[src/rtl/pipe_stage_reg_if.sv]
// Valid/ready/data handshake bundle for one side of a pipeline stage.
// master drives valid and data, slave drives ready.
interface pipe_stage_reg_if #(
  parameter int unsigned DATA_W = 32
) ();
  logic              valid;
  logic              ready;
  logic [DATA_W-1:0] data;

  modport master (output valid, output data, input ready);
  modport slave  (input valid, input data, output ready);
endinterface

[src/rtl/pipe_stage_reg.sv]
// Elastic pipeline-stage register with a 2-entry skid buffer, stall (keep) and flush.
// Define PIPE_STAGE_PERF_EN to build the saturating stall/flush performance counters.
module pipe_stage_reg #(
  parameter int unsigned       DATA_W     = 32,
  parameter logic [DATA_W-1:0] BUBBLE_VAL = '0
) (
  input  logic                    clk,
  input  logic                    reset,
  pipe_stage_reg_if.slave         up_if,
  pipe_stage_reg_if.master        dn_if,
  input  logic                    i_flush,
  input  logic                    i_keep,
  output logic [1:0]              o_occupancy,
  output logic [31:0]             o_stall_cnt,
  output logic [31:0]             o_flush_cnt
);

  typedef enum logic [1:0] {
    StEmpty = 2'd0,
    StOne   = 2'd1,
    StTwo   = 2'd2
  } state_e;

  state_e            state_q, state_d;
  logic [DATA_W-1:0] main_q, main_d;
  logic [DATA_W-1:0] skid_q, skid_d;
  logic              valid_w;
  logic              ready_w;
  logic              acc;
  logic              drn;

  // State register.
  always_ff @(posedge clk or posedge reset) begin
    if (reset) begin
      state_q <= StEmpty;
      main_q  <= BUBBLE_VAL;
      skid_q  <= BUBBLE_VAL;
    end else begin
      state_q <= state_d;
      main_q  <= main_d;
      skid_q  <= skid_d;
    end
  end

  assign acc = up_if.valid & ready_w & ~i_flush;
  assign drn = valid_w & dn_if.ready & ~i_keep;

  // Next-state and payload steering.
  always_comb begin
    state_d = state_q;
    main_d  = main_q;
    skid_d  = skid_q;
    if (i_flush) begin
      state_d = StEmpty;
      main_d  = BUBBLE_VAL;
      skid_d  = BUBBLE_VAL;
    end else begin
      unique case (state_q)
        StEmpty: begin
          if (acc) begin
            state_d = StOne;
            main_d  = up_if.data;
          end
        end
        StOne: begin
          if (acc && drn) begin
            main_d = up_if.data;
          end else if (acc) begin
            state_d = StTwo;
            skid_d  = up_if.data;
          end else if (drn) begin
            state_d = StEmpty;
          end
        end
        StTwo: begin
          if (drn) begin
            state_d = StOne;
            main_d  = skid_q;
          end
        end
        default: state_d = StEmpty;
      endcase
    end
  end

  // Outputs depend on registered state only (plus reset gating ready).
  always_comb begin
    valid_w     = 1'b0;
    ready_w     = 1'b0;
    o_occupancy = 2'd0;
    unique case (state_q)
      StEmpty: begin
        ready_w     = ~reset;
        o_occupancy = 2'd0;
      end
      StOne: begin
        valid_w     = 1'b1;
        ready_w     = ~reset;
        o_occupancy = 2'd1;
      end
      StTwo: begin
        valid_w     = 1'b1;
        o_occupancy = 2'd2;
      end
      default: begin
        valid_w     = 1'b0;
        ready_w     = 1'b0;
        o_occupancy = 2'd0;
      end
    endcase
  end

  assign up_if.ready = ready_w;
  assign dn_if.valid = valid_w;
  assign dn_if.data  = main_q;

`ifdef PIPE_STAGE_PERF_EN
  logic [31:0] stall_cnt_q, stall_cnt_d;
  logic [31:0] flush_cnt_q, flush_cnt_d;

  always_comb begin
    stall_cnt_d = stall_cnt_q;
    flush_cnt_d = flush_cnt_q;
    if (valid_w && !drn && !i_flush && (stall_cnt_q != 32'hFFFF_FFFF)) begin
      stall_cnt_d = stall_cnt_q + 32'd1;
    end
    if (i_flush && (valid_w || up_if.valid) && (flush_cnt_q != 32'hFFFF_FFFF)) begin
      flush_cnt_d = flush_cnt_q + 32'd1;
    end
  end

  always_ff @(posedge clk or posedge reset) begin
    if (reset) begin
      stall_cnt_q <= 32'd0;
      flush_cnt_q <= 32'd0;
    end else begin
      stall_cnt_q <= stall_cnt_d;
      flush_cnt_q <= flush_cnt_d;
    end
  end

  assign o_stall_cnt = stall_cnt_q;
  assign o_flush_cnt = flush_cnt_q;
`else
  assign o_stall_cnt = 32'd0;
  assign o_flush_cnt = 32'd0;
`endif

endmodule

[src/flat_wrapper.sv]
// flat-port wrapper written by rule: the top's interface ports become plain ports
module pipe_stage_reg_flat 
#(
  parameter int unsigned       DATA_W     = 32,
  parameter logic [DATA_W-1:0] BUBBLE_VAL = '0
)
  (clk, reset, i_flush, i_keep, o_occupancy, o_stall_cnt, o_flush_cnt, up_if_valid, up_if_data, up_if_ready, dn_if_valid, dn_if_data, dn_if_ready);
  pipe_stage_reg_if #(.DATA_W(DATA_W)) up_if_i ();
  pipe_stage_reg_if #(.DATA_W(DATA_W)) dn_if_i ();
  input  logic clk;
  input  logic reset;
  input  logic i_flush;
  input  logic i_keep;
  output logic [1:0] o_occupancy;
  output logic [31:0] o_stall_cnt;
  output logic [31:0] o_flush_cnt;
  input wire logic [$bits(up_if_i.valid)-1:0] up_if_valid;
  input wire logic [$bits(up_if_i.data)-1:0] up_if_data;
  output wire logic [$bits(up_if_i.ready)-1:0] up_if_ready;
  output wire logic [$bits(dn_if_i.valid)-1:0] dn_if_valid;
  output wire logic [$bits(dn_if_i.data)-1:0] dn_if_data;
  input wire logic [$bits(dn_if_i.ready)-1:0] dn_if_ready;
  assign up_if_i.valid = up_if_valid;
  assign up_if_i.data = up_if_data;
  assign up_if_ready = up_if_i.ready;
  assign dn_if_valid = dn_if_i.valid;
  assign dn_if_data = dn_if_i.data;
  assign dn_if_i.ready = dn_if_ready;
  pipe_stage_reg #(.DATA_W(DATA_W), .BUBBLE_VAL(BUBBLE_VAL)) u_core (.clk(clk), .reset(reset), .up_if(up_if_i), .dn_if(dn_if_i), .i_flush(i_flush), .i_keep(i_keep), .o_occupancy(o_occupancy), .o_stall_cnt(o_stall_cnt), .o_flush_cnt(o_flush_cnt));
endmodule
[config.mk]
export PLATFORM = sky130hd
export DESIGN_NAME = pipe_stage_reg_flat
export DESIGN_NICKNAME = d
export VERILOG_FILES = /design/src/rtl/pipe_stage_reg_if.sv /design/src/rtl/pipe_stage_reg.sv /design/src/flat_wrapper.sv
export SDC_FILE = /design/constraint.sdc
export NUM_CORES = 1
export LEC_CHECK = 0
export ABC_CLOCK_PERIOD_IN_PS = 2900
export CAP_MARGIN = 30
export CORE_MARGIN = 5
export CORE_UTILIZATION = 45
export CTS_CLUSTER_DIAMETER = 50
export DETAILED_ROUTE_END_ITERATION = 6
export GPL_TIMING_DRIVEN = 0
export PLACE_DENSITY = 0.93
export REMOVE_ABC_BUFFERS = 1
export SLEW_MARGIN = 20
export SYNTH_ARGS = -nofsm -noshare
export SYNTH_HDL_FRONTEND = slang
export SYNTH_SLANG_ARGS = --single-unit
[constraint.sdc]
create_clock -name clk -period 2.9 [get_ports clk]
set_clock_uncertainty 0.1 [all_clocks]
set_input_delay 0.58 -clock clk [delete_from_list [all_inputs] [get_ports clk]]
set_output_delay 0.58 -clock clk [all_outputs]
set_load 0.03 [all_outputs]
==> flow_metrics.env <==
export IMPL_drc_errors=0
export IMPL_synth_top_flop_cell="dfrtp_1"
export IMPL_path_cells="inv_1 -> ha_1 -> nor2_1 -> nor2_1 -> clkdlybuf4s50_1"
export IMPL_avgSynthCellArea_um2=9.85
export IMPL_layout_min_cycle_time_ns=2.70
export IMPL_setup_violations=0
export IMPL_drt_wirelength_per_cell_um=13.6
export IMPL_wl_met2_um=3620
export IMPL_insertion_delay_ns=0.33
export IMPL_num_antenna_cells=0
export IMPL_dieArea_mm2=0.0101
export IMPL_netlist_area_mm2=0.00368
export IMPL_grt_pass1_vias=2624
export IMPL_holdWs_ns=0.399
export IMPL_crit_top_cell="nor2_1"
export IMPL_synth_top_area_share_pct=44.8
export IMPL_status="completed"
export IMPL_htree_num_levels=3
export IMPL_vias_per_cell=4.66
export IMPL_hold_path_class="reg -> reg"
export IMPL_cts_clk_slew_worst_paths_ns=0.06
export IMPL_root_buffer="clkbuf_8"
export IMPL_end_kind="output pin"
export IMPL_tightest_slew_ns=0.685
export IMPL_grt_max_degree=40
export IMPL_fin_nets=483
export IMPL_synth_seq_cells=66
export IMPL_initial_core_util_pct=45.5
export IMPL_gr_total_overflow=0
export IMPL_worstPathArrival_ns=2.02
export IMPL_synth_edf_count=0
export IMPL_cts_repair_resized=0
export IMPL_cts_setup_buffers=0
export IMPL_wl_met1_um=3020
export IMPL_drt_pass1_iterations=4
export IMPL_netlist_instances=374
export IMPL_critical_path_peak_fanout=6
export IMPL_p_per_area_mw_per_mm2=636
export IMPL_drt_wl_total_um=7470
export IMPL_rows=33
export IMPL_postCtsHoldBufs=0
export IMPL_ant_nets=0
export IMPL_wl_met3_um=706
export IMPL_hold_violations=0
export IMPL_rsz0062_at_grt="no"
export IMPL_drt_iter0_drc=57
export IMPL_critPathMaxStageDelay_ns=0.68
export IMPL_cpMaxStageDelayCell="clkdlybuf4s50_1"
export IMPL_ir_drop_mv=0.414
export IMPL_tns_ns=0
export IMPL_synth_most_common_cell="dfrtp_1"
export IMPL_finalCritPeriodShare_pct=93.1
export IMPL_yosys_warnings=0
export IMPL_relSlewSlack_pct=54.3
export IMPL_ys_seq_area_share_pct=44.8
export IMPL_track_usage_pct=15.5
export IMPL_hpwl_um=5580
export IMPL_core_mm2=0.00809
export IMPL_critPathKind="reg -> out"
export IMPL_synth_area_leader_cell="dfrtp_1"
export IMPL_dr_total_vias=2562
export IMPL_dieWidth_um=100
export IMPL_synth_common_cells="dfrtp_1 (66), buf_4 (65), nand2_1 (64)"
export IMPL_clock_sinks=66
export IMPL_cts_tree="built"
export IMPL_post_place_ws_ns=0.265
export IMPL_ys_async_sr_fraction_pct=100
export IMPL_synth_cell_types=26
export IMPL_start_kind="flop"
export IMPL_p_leak_uw=0.00197
export IMPL_chipHeight_um=100
export IMPL_setup_ws_ns=0.201
export IMPL_fmax_mhz=371
export IMPL_maxSlewViolCount=0
export IMPL_pin_count=138
export IMPL_antenna_found_initial=0
export IMPL_top_layer_used="met4"
export IMPL_post_synth_main_area_contributors="dfrtp_1 (45%), buf_4 (13%), mux2i_1 (9.0%)"
export IMPL_drive_gt1_share_pct=12.8
export IMPL_io_buffers=73
export IMPL_place_congestion=0.751
export IMPL_dp_cells=534
export IMPL_cp_required_ns=2.22
export IMPL_grt_pass1_wl_um=12600
export IMPL_cap_violations=0
export IMPL_area_growth_pct=22.3
export IMPL_numCtsBuffers=9
export IMPL_clk_path_buf_depth=2
export IMPL_layout_cells_non_filler=550
export IMPL_power_uw=2870
-- layout by cell type (no fill, tap or decap), types with 2 or more instances in the layout --
cell             synthesis  final
clkdlybuf4s50_1          0     72
dfrtp_1                 66     66
nand2_1                 64     64
conb_1                   1     64
nor2_1                  37     37
mux2i_1                 33     33
a21oi_1                 32     32
mux2_2                  28     28
clkbuf_8                 0     10
mux2_1                   5      5
ha_1                     5      4
inv_1                    4      3
nand2b_1                 2      2
clkinv_2                 0      2
bufinv_16                0      2
buf_12                   0      2
-- area by class of cell --
type	count	area (um2)
repair buffers	78	820
multi-input cells	281	1670
clock inverters	5	77.6
inverters	4	17.5
flip-flops and latches	66	1650
fillers	703	3590
well taps	105	131
clock buffers	11	141
-- final timing paths --
path / from / endpoint / slack (ns) / cells past startpoint
worst max-delay path: u_core.state_q[1] / up_if_ready / 0.20 / 5
worst min-delay path: u_core.dn_if.data[1] / u_core.dn_if.data[1] / 0.40 / 1
worst max register to register: u_core.state_q[0] / u_core.dn_if.data[25] / 0.36 / 6
worst min register to register: u_core.dn_if.data[1] / u_core.dn_if.data[1] / 0.40 / 1
max in group asynchronous: reset / u_core.skid_q[11] / 1.54 / 3
min in group asynchronous: reset / u_core.skid_q[15] / 0.63 / 2
-- worst max-delay path: cells and delay by family, from the launching register on --
| kind | cells | cell delay, ns |
|---|---|---|
| DFF | 1 | 0.44 |
| buffers and inverters | 2 | 0.79 |
| adders and majority gates | 1 | 0.27 |
| and+or+nand+nor | 2 | 0.19 |
-- kinds of logic (layout without fill, tap and decap cells) --
kind of cell	after synthesis	count (layout)	synth area share, %
AOI/OAI and AO/OA	36	36	5.60
xor gates and xnor gates	1	1	0.238
adders and majority gates	5	5	1.70
buffers and inverters	90	98	16.6
DFF	66	66	44.8
muxes	66	66	19.0
other	1	64	0.102
and+or+nand+nor	109	109	11.9
-- metrics by stage --
step / utilization (%) / instance area [um2]
after detailed placement: 53.0 / 4290
after CTS: 55.7 / 4510
after global placement: 51.7 / 4190
final: 55.7 / 4510
after floorplan: - / 3320
after global routing: 55.7 / 4510
-- flip-flops by register name, summed over array words and instances, names as in the netlist --
register and flops:
u_core.state_q 2, u_core.skid_q 32, u_core.dn_if.data 32
-- layer usage --
metal | vias to the layer above | GRT usage, %
met4 | 0 | 5.28
met2 | 110 | 25.6
met5 | - | 0
li1 | 1221 | -
met1 | 1217 | 18.7
met3 | 14 | 5.81
-- power by group --
part / switching, uW / internal (uW)
logic: 572 / 366
registers: 59.7 / 1020
clock network: 339 / 505
total: 971 / 1890
No activity file was read; power rests on OpenSTA's default activity.
==> RTL change: new RTL, config.mk and constraints unchanged <==
Add a define of `PIPE_STAGE_PERF_EN`.
--- a/src/rtl/pipe_stage_reg.sv
+++ b/src/rtl/pipe_stage_reg.sv
@@ -1,4 +1,6 @@
 // Elastic pipeline-stage register with a 2-entry skid buffer, stall (keep) and flush.
 // Define PIPE_STAGE_PERF_EN to build the saturating stall/flush performance counters.
+`define PIPE_STAGE_PERF_EN
+
 module pipe_stage_reg #(
   parameter int unsigned       DATA_W     = 32,
Function: changed (a bounded check fails within 4 cycles, from zero or initial values and one cycle with reset high).
==> RTL change against the unedited design <==
Combinational power grew 71%; critical path depth shrank 2; wire length grew 110%; highest routed layer unchanged; via count grew 96%; final area grew 85%; hold slack lost 13 ps; total power grew 100%; synthesized cell count grew 60%; sequential cell count grew 64; setup slack lost 55 ps; non-clock buffer count grew 65; synthesized area grew 68%.
==> RTL change: results (changes against the unedited design) <==
* Vias in the first global route at 5249 (was 2624)
* Initial DRC count at 380 (was 57)
* VDD IR-drop max at 0.000426 V (was 0.000414 V)
* Post-synth cell types at 41 (was 26)
* Routed WL at 15600 um (was 7470 um)
* Worst Path Arrival at 2070 ps (was 2020 ps)
* Placer Congestion at 0.834 (was 0.751)
* CTS root buf: clkbuf_16 (was clkbuf_8)
* End of the critical path: dn_if_valid (was up_if_ready)
* I/O Buffers at 137 (was 73)
* CP max FO at 6 (unchanged)
* Global-route wire length before repair at 26200 um (was 12600 um)
* Synth area leaders: dfrtp_1 (53%), xnor2_1 (5.8%), mux2i_1 (5.5%), nand2_1 (5.4%), a211oi_1 (3.9%) (was dfrtp_1 (45%), buf_4 (13%), mux2i_1 (9.0%), mux2_2 (8.6%), nand2_1 (6.5%))
* Cells on worst reg2reg path at 5 (was 6)
* Clk Latency, worst-skew pair at 410 ps (was 330 ps)
* Fillers at 1086 (was 703)
* Sequential element share of the synthesized area at 0.527 (was 0.448)
* Status: completed (unchanged)
* Leakage at 0.00348 uW (was 0.00197 uW)
* CP startpoint: u_core.state_q[0]$_DFFE_PP0P_ (was u_core.state_q[1]$_DFFE_PP0P_)
* CTS Buf Count at 17 (was 9)
* Sw Ratio at 0.323 (was 0.339)
* Proportion of layout cells with a drive suffix above 1 at 0.0659 (was 0.128)
* Htree depth at 4 (was 3)
* Hpwl dp at 10600 um (was 5580 um)
* Area occupied by multi-input gates at 2800 um^2 (was 1670 um^2)
* Gr usage total at 0.199 (was 0.155)
* MaxCap Viol Count at 0 (unchanged)
* R2R Setup Slk at 180 ps (was 360 ps)
* Post-place instance area at 7740 um^2 (was 4290 um^2)
* Least-Margin Pin Slew at 786 ps (was 685 ps)
* Nets at 775 (was 483)
* Clock Tree Buf Depth at 2 (unchanged)
* R2R Path Start: u_core.o_stall_cnt[11]$_DFFE_PP0P_ (was u_core.state_q[0]$_DFFE_PP0P_)
* Synth cell count leaders: dfrtp_1 (130), nand2_1 (89), nor2_1 (46), xnor2_1 (41) (was dfrtp_1 (66), buf_4 (65), nand2_1 (64), nor2_1 (37), mux2i_1 (33))
* Crit Reg-Reg Endpoint: u_core.o_stall_cnt[1]$_DFFE_PP0P_ (was u_core.dn_if.data[25]$_DFFE_PP0P_)
* Pin count of the biggest net entering global routing at 80 (was 40)
* Vias at 5032 (was 2562)
* Prevailing post-synth register cell: dfrtp_1 (unchanged)
RTL change: logic make-up after synthesis:
group / count (synthesis) / share of synthesized area
AO/OA/AOI/OAI: 74 / 0.0792
adder cells (fa/ha/maj): 7 / 0.0142
AND/OR/NAND/NOR: 253 / 0.208
XOR/XNOR: 62 / 0.0879
buffers and inverters: 36 / 0.0251
multiplexers: 36 / 0.0587
flip-flops: 130 / 0.527
RTL change: worst min path at each step:
| stage | from | to | slack [ps] | cells after the start |
|---|---|---|---|---|
| floorplan | u_core.skid_q[0]$_DFFE_PP0P_ | u_core.skid_q[0]$_DFFE_PP0P_ | 390 | 2 |
| global placement | u_core.o_flush_cnt[12]$_DFFE_PP0P_ | u_core.o_flush_cnt[12]$_DFFE_PP0P_ | 380 | 1 |
| detailed placement | u_core.o_flush_cnt[14]$_DFFE_PP0P_ | u_core.o_flush_cnt[14]$_DFFE_PP0P_ | 380 | 1 |
| CTS | u_core.o_flush_cnt[14]$_DFFE_PP0P_ | u_core.o_flush_cnt[14]$_DFFE_PP0P_ | 390 | 1 |
| global route | u_core.o_stall_cnt[31]$_DFFE_PP0P_ | u_core.o_stall_cnt[31]$_DFFE_PP0P_ | 410 | 1 |
| finish | u_core.o_flush_cnt[14]$_DFFE_PP0P_ | u_core.o_flush_cnt[14]$_DFFE_PP0P_ | 390 | 1 |
RTL change: metal layers:
metal  part of all wire  vias up  global-route usage  wire (um)
li1                   -     2368                   -          -
met1               0.42     2469               0.255       6610
met2               0.49      170               0.323       7720
met3              0.062       25              0.0526        968
met4              0.019        0              0.0795        301
met5                  0        -                   0          0
RTL change: power groups by stage:
stage	clock, uW	sequential [uW]	combinational (uW)
6_report	2040	2230	1600
5_1_grt	2160	2260	1720
4_1_cts	2080	2220	1610
3_5_place_dp	0	2250	1590
3_3_place_gp	0	2230	1520
2_1_floorplan	0	2600	533
RTL change: metrics by stage:
step	hold WS [ps]	std cells	worst slack (ps)	setup TNS, ps	total power, uW
global placement	376	881	-3170	-548850	3750
detailed placement	378	886	-151	-2200	3840
finish	386	919	147	0	5860
CTS	392	918	16.8	0	5910
global route	412	919	12.4	0	6140
floorplan	395	568	-1250	-179310	3130
RTL change: worst max-delay path, cell delays in order, from the launching register on:
cell and delay [ps]:
dfrtp_1 420, inv_1 120, ha_1 390, clkdlybuf4s50_1 730
RTL change: what timing repair did:
action,in CTS,in global routing
resized for setup,2,3
pin swaps,1,1
setup buffers,0,1
endpoints found under the setup margin,1,23
hold buffers,0,0
cloned,0,0
RTL change: layout make-up:
type / count / share of cell area
Clock buffer: 22 / 0.0545
Clock inverter: 10 / 0.0132
Inverter: 6 / 0.00360
Multi-Input combinational cell: 432 / 0.335
Sequential cell: 130 / 0.390
Tap cell: 176 / 0.0264
Timing Repair Buffer: 143 / 0.176
